$ cat config.mk
export PLATFORM = sky130hd
export DESIGN_NAME = instr_imm_encoder_flat
export DESIGN_NICKNAME = d
export VERILOG_FILES = /design/src/rtl/instr_imm_encoder_if.sv /design/src/rtl/instr_imm_encoder.sv /design/src/flat_wrapper.sv
export SDC_FILE = /design/constraint.sdc
export NUM_CORES = 1
export LEC_CHECK = 0
export CORE_AREA = 2 2 134 136
export CTS_CLUSTER_DIAMETER = 80
export DETAILED_ROUTE_END_ITERATION = 10
export DIE_AREA = 0 0 136 138
export GPL_ROUTABILITY_DRIVEN = 0
export PLACE_DENSITY = 0.87
export SLEW_MARGIN = 40
export SYNTH_ARGS = -nofsm -noshare
export SYNTH_HDL_FRONTEND = slang
export SYNTH_SLANG_ARGS = --single-unit
$ cat constraint.sdc
create_clock -name clk -period 5.2 [get_ports clk]
set_input_delay 0.78 -clock clk [delete_from_list [all_inputs] [get_ports clk]]
set_output_delay 0.78 -clock clk [all_outputs]
set_load 0.01 [all_outputs]
$ cat src/rtl/instr_imm_encoder_if.sv
// Request/response bundle for the immediate encoder: request side, instruction
// output side, error reporting and the accept/reject counters.
interface instr_imm_encoder_if #(
    parameter int unsigned CNT_W = 32
);
    logic             in_valid;
    logic             in_ready;
    logic [1:0]       in_op;
    logic [63:0]      in_imm;
    logic [4:0]       in_rn;
    logic [4:0]       in_rt;
    logic             out_valid;
    logic             out_ready;
    logic [31:0]      out_instr;
    logic             err_pulse;
    logic [1:0]       err_code;
    logic [CNT_W-1:0] accept_cnt;
    logic [CNT_W-1:0] reject_cnt;

    modport master (
        output in_valid, in_op, in_imm, in_rn, in_rt, out_ready,
        input  in_ready, out_valid, out_instr, err_pulse, err_code, accept_cnt, reject_cnt
    );

    modport slave (
        input  in_valid, in_op, in_imm, in_rn, in_rt, out_ready,
        output in_ready, out_valid, out_instr, err_pulse, err_code, accept_cnt, reject_cnt
    );
endinterface

$ cat src/rtl/instr_imm_encoder.sv
// Packs a signed 64-bit immediate plus register fields into a LEGv8 D-type or CBZ
// word through a two-stage valid/ready pipeline (S1 range check, S2 assembled word).
module instr_imm_encoder #(
    parameter int unsigned CNT_W = 32
) (
    input logic              clk,
    input logic              reset,
    instr_imm_encoder_if.slave bus
);
    typedef enum logic [1:0] {
        OP_LDUR = 2'b00,
        OP_STUR = 2'b01,
        OP_CBZ  = 2'b10,
        OP_ILL  = 2'b11
    } op_e;

    typedef enum logic [1:0] {
        ERR_NONE  = 2'b00,
        ERR_RANGE = 2'b01,
        ERR_OP    = 2'b10
    } err_e;

    logic             s1_valid_q, s1_valid_d;
    op_e              s1_op_q, s1_op_d;
    logic [63:0]      s1_imm_q, s1_imm_d;
    logic [4:0]       s1_rn_q, s1_rn_d;
    logic [4:0]       s1_rt_q, s1_rt_d;
    logic             s2_valid_q, s2_valid_d;
    logic [31:0]      s2_instr_q, s2_instr_d;
    logic             err_pulse_q, err_pulse_d;
    err_e             err_code_q, err_code_d;
    logic [CNT_W-1:0] acc_q, acc_d;
    logic [CNT_W-1:0] rej_q, rej_d;

    logic        ok9, ok19;
    logic        s1_adv, in_rdy, in_fire, out_fire, s1_fire, drop;
    err_e        drop_code;
    logic [31:0] word;

    assign ok9  = (s1_imm_q[63:8]  == {56{s1_imm_q[8]}});
    assign ok19 = (s1_imm_q[63:18] == {46{s1_imm_q[18]}});

    always_comb begin
        word      = '0;
        drop_code = ERR_NONE;
        unique case (s1_op_q)
            OP_LDUR: begin
                word = {11'h7C2, s1_imm_q[8:0], 2'b00, s1_rn_q, s1_rt_q};
                if (!ok9) drop_code = ERR_RANGE;
            end
            OP_STUR: begin
                word = {11'h7C0, s1_imm_q[8:0], 2'b00, s1_rn_q, s1_rt_q};
                if (!ok9) drop_code = ERR_RANGE;
            end
            OP_CBZ: begin
                word = {8'hB4, s1_imm_q[18:0], s1_rt_q};
                if (!ok19) drop_code = ERR_RANGE;
            end
            OP_ILL: drop_code = ERR_OP;
        endcase
    end

    always_comb begin
        s1_adv   = !s2_valid_q || bus.out_ready;
        in_rdy   = !s1_valid_q || s1_adv;
        in_fire  = bus.in_valid && in_rdy;
        out_fire = s2_valid_q && bus.out_ready;
        s1_fire  = s1_valid_q && s1_adv;
        drop     = s1_fire && (drop_code != ERR_NONE);

        s1_valid_d = s1_valid_q;
        s1_op_d    = s1_op_q;
        s1_imm_d   = s1_imm_q;
        s1_rn_d    = s1_rn_q;
        s1_rt_d    = s1_rt_q;
        if (in_fire) begin
            s1_valid_d = 1'b1;
            s1_op_d    = op_e'(bus.in_op);
            s1_imm_d   = bus.in_imm;
            s1_rn_d    = bus.in_rn;
            s1_rt_d    = bus.in_rt;
        end else if (s1_adv) begin
            s1_valid_d = 1'b0;
        end

        // A dropped entry leaves S1 without ever occupying S2
        s2_valid_d = s2_valid_q;
        s2_instr_d = s2_instr_q;
        if (s1_fire && !drop) begin
            s2_valid_d = 1'b1;
            s2_instr_d = word;
        end else if (bus.out_ready) begin
            s2_valid_d = 1'b0;
        end

        err_pulse_d = drop;
        err_code_d  = drop ? drop_code : err_code_q;

        acc_d = acc_q;
        if (out_fire && (acc_q != '1)) acc_d = acc_q + CNT_W'(1);
        rej_d = rej_q;
        if (drop && (rej_q != '1)) rej_d = rej_q + CNT_W'(1);
    end

    always_ff @(posedge clk or posedge reset) begin
        if (reset) begin
            s1_valid_q  <= 1'b0;
            s1_op_q     <= OP_LDUR;
            s1_imm_q    <= '0;
            s1_rn_q     <= '0;
            s1_rt_q     <= '0;
            s2_valid_q  <= 1'b0;
            s2_instr_q  <= '0;
            err_pulse_q <= 1'b0;
            err_code_q  <= ERR_NONE;
            acc_q       <= '0;
            rej_q       <= '0;
        end else begin
            s1_valid_q  <= s1_valid_d;
            s1_op_q     <= s1_op_d;
            s1_imm_q    <= s1_imm_d;
            s1_rn_q     <= s1_rn_d;
            s1_rt_q     <= s1_rt_d;
            s2_valid_q  <= s2_valid_d;
            s2_instr_q  <= s2_instr_d;
            err_pulse_q <= err_pulse_d;
            err_code_q  <= err_code_d;
            acc_q       <= acc_d;
            rej_q       <= rej_d;
        end
    end

    assign bus.in_ready   = in_rdy;
    assign bus.out_valid  = s2_valid_q;
    assign bus.out_instr  = s2_instr_q;
    assign bus.err_pulse  = err_pulse_q;
    assign bus.err_code   = err_code_q;
    assign bus.accept_cnt = acc_q;
    assign bus.reject_cnt = rej_q;
endmodule
$ cat src/flat_wrapper.sv
// flat-port wrapper written by rule: the top's interface ports become plain ports
module instr_imm_encoder_flat 
#(
    parameter int unsigned CNT_W = 32
)
  (clk, reset, bus_in_valid, bus_in_op, bus_in_imm, bus_in_rn, bus_in_rt, bus_out_ready, bus_in_ready, bus_out_valid, bus_out_instr, bus_err_pulse, bus_err_code, bus_accept_cnt, bus_reject_cnt);
  instr_imm_encoder_if #(.CNT_W(CNT_W)) bus_i ();
  input logic clk;
  input logic reset;
  input wire logic [$bits(bus_i.in_valid)-1:0] bus_in_valid;
  input wire logic [$bits(bus_i.in_op)-1:0] bus_in_op;
  input wire logic [$bits(bus_i.in_imm)-1:0] bus_in_imm;
  input wire logic [$bits(bus_i.in_rn)-1:0] bus_in_rn;
  input wire logic [$bits(bus_i.in_rt)-1:0] bus_in_rt;
  input wire logic [$bits(bus_i.out_ready)-1:0] bus_out_ready;
  output wire logic [$bits(bus_i.in_ready)-1:0] bus_in_ready;
  output wire logic [$bits(bus_i.out_valid)-1:0] bus_out_valid;
  output wire logic [$bits(bus_i.out_instr)-1:0] bus_out_instr;
  output wire logic [$bits(bus_i.err_pulse)-1:0] bus_err_pulse;
  output wire logic [$bits(bus_i.err_code)-1:0] bus_err_code;
  output wire logic [$bits(bus_i.accept_cnt)-1:0] bus_accept_cnt;
  output wire logic [$bits(bus_i.reject_cnt)-1:0] bus_reject_cnt;
  assign bus_i.in_valid = bus_in_valid;
  assign bus_i.in_op = bus_in_op;
  assign bus_i.in_imm = bus_in_imm;
  assign bus_i.in_rn = bus_in_rn;
  assign bus_i.in_rt = bus_in_rt;
  assign bus_i.out_ready = bus_out_ready;
  assign bus_in_ready = bus_i.in_ready;
  assign bus_out_valid = bus_i.out_valid;
  assign bus_out_instr = bus_i.out_instr;
  assign bus_err_pulse = bus_i.err_pulse;
  assign bus_err_code = bus_i.err_code;
  assign bus_accept_cnt = bus_i.accept_cnt;
  assign bus_reject_cnt = bus_i.reject_cnt;
  instr_imm_encoder #(.CNT_W(CNT_W)) u_core (.clk(clk), .reset(reset), .bus(bus_i));
endmodule
==> impl_summary.md <==
Critical path
Traced cell by cell, the critical path runs through or4_1 -> nor4_1 -> a22oi_1 -> nor4_1 -> o211ai_4 -> buf_4 -> mux2_4. The largest single stage delay on the critical path is 0.60 ns. The startpoint type of the worst setup path is a register. The number of cells on the worst reg-to-reg path is 7. The data required time at the worst endpoint is 5.50 ns. The setup slack of the most critical reg-to-reg path is 2.04 ns. Among the stages of the critical path, the cell type that occurs most often is sky130_fd_sc_hd__nor4_1. The kind of capture point of the worst setup path is a register. Broken down by cell family, the worst path's largest delay share belongs to simple AND/OR/NAND/NOR gates.

On the critical path, the stage with the largest delay is an instance of sky130_fd_sc_hd__or4_1. The number of buffers and inverters on the critical path is 1. The largest driver fanout on the critical path is 46. Data on the critical path arrives at its endpoint at 3.46 ns. The class of the most critical setup path is register to register. The startpoint identified for the worst register-to-register timing path is u_core.s1_imm_q[8]. The capturing point of the worst reg2reg path is u_core.bus.out_instr[0].

Clocking
The number of buffers created by CTS is 17. For this design, the sink count on the clock tree is 172. The count of hold buffers inserted by post-cts repair is 0. In this run the post-CTS setup repair buffer count came out at 0. The number of gates resized after CTS was 0. The maximum number of buffers from clock root to sink is 2.

The root cell of the clock tree is sky130_fd_sc_hd__clkbuf_16. The CTS tree is done. The clock transition at the registers of the reported paths is 0.06 ns. The clock latency on the worst-skew pair is 0.43 ns. The clock tree synthesis step divided the H-tree into 4 levels.

Timing
The total negative slack for setup checks is 0 ns. The worst relative slew slack is 0.5149. The total setup violations reported at the end of the flow is 0. The number of pins exceeding their max-slew limit in the final report is 0.

The transition time at the pin with the least slew margin is 0.7221 ns. The post-layout minimum cycle time is 3.162 ns. Static timing analysis puts the maximum clock frequency at 0.3162 GHz. Setup repair after global routing left no endpoint under its margin. The post-route fraction of the period consumed by the critical path is 0.6081.

The clock arrives with 0.01366 ns of skew. The final count of hold timing violations is 0.

Final layout
Registers take 4304 um2. The layout has 1453 filler cells. The post-layout net count is 907.

The fraction of final layout cells with drive strength greater than 1 is 0.1587. 0 antenna diodes ended up in the layout. The combined area of the multi-input logic cells is 3237 um2. From synthesis to final layout, the design area changed by 34.02%.

Measured on the finished design, the core utilization comes to 0.5863.

Global routing
Global routing finished with a remaining overflow of 0. The global-route usage over all layers is 0.2026. The first-pass GRT wire length is 30100 um. The number of global-route vias before repair was 5798. The number of antenna violations at the first check in global routing was 0. The maximum number of pins on one net before global-route repair is 104.

Drt
The violation count after the first detailed-routing iteration is 294. Dividing the detail-routed via count by the number of cells gives 5.351. The routed design has 18160 um of wire.

The post-route antenna net violation count is 0. The wire length per cell is 17.02 um. The pre-antenna-repair detailed-routing pass consisted of 4 iterations. The detailed router placed 5710 vias in this run. The remaining design rule violation count is 0.

Placement
Input and output buffers added on the ports amount to 178. Detailed placement ended at an HPWL of 13090 um.

Min path
In this run the most critical hold path is launched from u_core.bus.out_instr[23]. Along the worst hold path, the cell count comes to 2. For hold timing, the worst endpoint is u_core.bus.out_instr[23]. The worst hold path belongs to the class register to register.

Power
The maximum resistive drop on vdd is 0.2056 mV. The static leakage is 4.261 nW. The total power divided by cell area is 302.0 nW/um2. After layout, the design draws a total of 3.105 mW.

Floorplan
The die boundary height is 138 um. For this design the top-level I/O count stands at 181. For this configuration, the core starts out at a cell density of 0.4375.

The floorplan has 49 rows. The area of the core is 17530 um2. The die width is 136 um.

The die footprint is 18770 um2.

Synthesis
After synthesis, the netlist uses 46 different library cells. Synthesis produced 651 cells. The average cell area after synthesis is 11.78 um2. For this run, the number of Yosys warnings is 0.

The summed instance area of the synthesized netlist is 7671 um2. The fraction of the yosys area taken by sequential cells is 0.5611. The register bit total from synthesis is 172.

Status
The flow ran to the end, and the final reports show no timing, DRC or antenna violations.

Job
The max-cap check violation count is 0.
==> report_power, final <==
group	total (mW)	switching, mW	internal (mW)
Sequential	1.52	0.0961	1.43
Clock	1.23	0.522	0.713
Combinational	0.348	0.145	0.203
Total	3.10	0.762	2.34
==> logic make-up (layout without fill, tap and decap cells) <==
| logic type | Yosys count | after routing | synth area share |
|---|---|---|---|
| compound gates | 53 | 53 | 0.04942 |
| xor+xnor | 62 | 62 | 0.07079 |
| fa+ha+maj | 2 | 2 | 0.003262 |
| buf+inv | 37 | 223 | 0.02234 |
| flops | 172 | 172 | 0.5611 |
| mux | 83 | 83 | 0.1243 |
| other cells | 1 | 2 | 0.0004888 |
| simple gates | 241 | 241 | 0.1683 |
==> cell usage after synthesis, drive strengths merged <==
master	count	area, um2
nand4	21	131.4
xor2	25	219.0
a22oi	6	45.04
conb	1	3.750
nor2	20	75.07
or4	8	63.81
clkbuf	19	71.32
buf	9	66.31
o21bai	1	7.510
nand2b	5	31.28
o21ai	23	115.1
o211ai	3	27.52
nand2	63	236.5
nand3	34	170.2
mux2	83	953.4
a21oi	11	55.05
o22ai	3	25.02
or3	9	56.30
and2	6	37.54
ha	2	25.02
and3	13	81.33
nand3b	1	7.510
nor3	26	135.1
a2111oi	2	55.05
xnor2	37	324.1
o41ai	1	27.53
nor3b	10	75.07
nor4	16	118.9
and4	6	52.55
a31oi	1	6.260
a21o	1	7.510
inv	9	33.78
or2	3	18.77
dfrtp	172	4304
a211oi	1	7.510
==> state kept, by name (all words and copies together) (netlist names) <==
name	flops
u_core.bus.err_code	2
u_core.bus.err_pulse	1
u_core.bus.reject_cnt	32
u_core.s1_rt_q	5
u_core.bus.out_instr	27
u_core.s1_valid_q	1
u_core.bus.out_valid	1
u_core.bus.accept_cnt	32
u_core.s1_op_q	2
u_core.s1_imm_q	64
u_core.s1_rn_q	5
==> worst max-delay path by stage <==
stage / from / to / cells after the start
global placement: bus_out_ready / u_core.bus.reject_cnt[1] / 6
CTS: u_core.s1_imm_q[8] / u_core.bus.out_instr[0] / 7
detailed placement: u_core.s1_imm_q[8] / u_core.bus.out_instr[0] / 7
global route: u_core.s1_imm_q[8] / u_core.bus.out_instr[0] / 7
finish: u_core.s1_imm_q[8] / u_core.bus.out_instr[0] / 7
floorplan: reset / u_core.bus.accept_cnt[0] / 1
==> cells in the final DEF (no fill, tap or decap), types with 13 or more instances in the layout <==
| cell type | count |
|---|---|
| sky130_fd_sc_hd__and3_1 | 13 |
| sky130_fd_sc_hd__clkbuf_16 | 17 |
| sky130_fd_sc_hd__clkdlybuf4s50_1 | 178 |
| sky130_fd_sc_hd__dfrtp_1 | 172 |
| sky130_fd_sc_hd__mux2_2 | 78 |
| sky130_fd_sc_hd__nand2_1 | 62 |
| sky130_fd_sc_hd__nand3_1 | 34 |
| sky130_fd_sc_hd__nand4_1 | 21 |
| sky130_fd_sc_hd__nor2_1 | 20 |
| sky130_fd_sc_hd__nor3_1 | 25 |
| sky130_fd_sc_hd__o21ai_0 | 14 |
| sky130_fd_sc_hd__xnor2_1 | 37 |
| sky130_fd_sc_hd__xor2_1 | 25 |
==> layer usage <==
layer | GRT usage | share of wire | vias to the layer above
li1 | - | - | 2660
met1 | 0.2715 | 0.43 | 2843
met2 | 0.3248 | 0.49 | 179
met3 | 0.04327 | 0.055 | 28
met4 | 0.07346 | 0.023 | 0
met5 | 0 | 0 | -
==> tightest hold or removal path, stage by stage (launching register included) <==
cell and delay [ns]:
sky130_fd_sc_hd__dfrtp_1 0.34, sky130_fd_sc_hd__nand2_1 0.05, sky130_fd_sc_hd__o21ai_0 0.06
==> area by class of cell <==
| cell class | count | share of cell area |
|---|---|---|
| tap | 229 | 0.02787 |
| clock inverter | 8 | 0.008032 |
| timing repair buffer | 182 | 0.1791 |
| multi-input combinational | 443 | 0.3148 |
| inverter | 9 | 0.003651 |
| sequential | 172 | 0.4186 |
| clock buffer | 24 | 0.04783 |
==> stage by stage <==
step                      area (um2)  cells  hold WS [ns]  setup slack [ns]
after global routing           10280   1067        0.5183             1.866
after CTS                      10270   1066        0.4889             2.046
after global placement          9653   1033        0.4593             1.864
after detailed placement        9696   1034        0.4702             2.062
after floorplan                 7679    652        0.4762             2.223
final                          10280   1067        0.4818             2.038
Note: power is estimated with default switching activity, not from simulation.
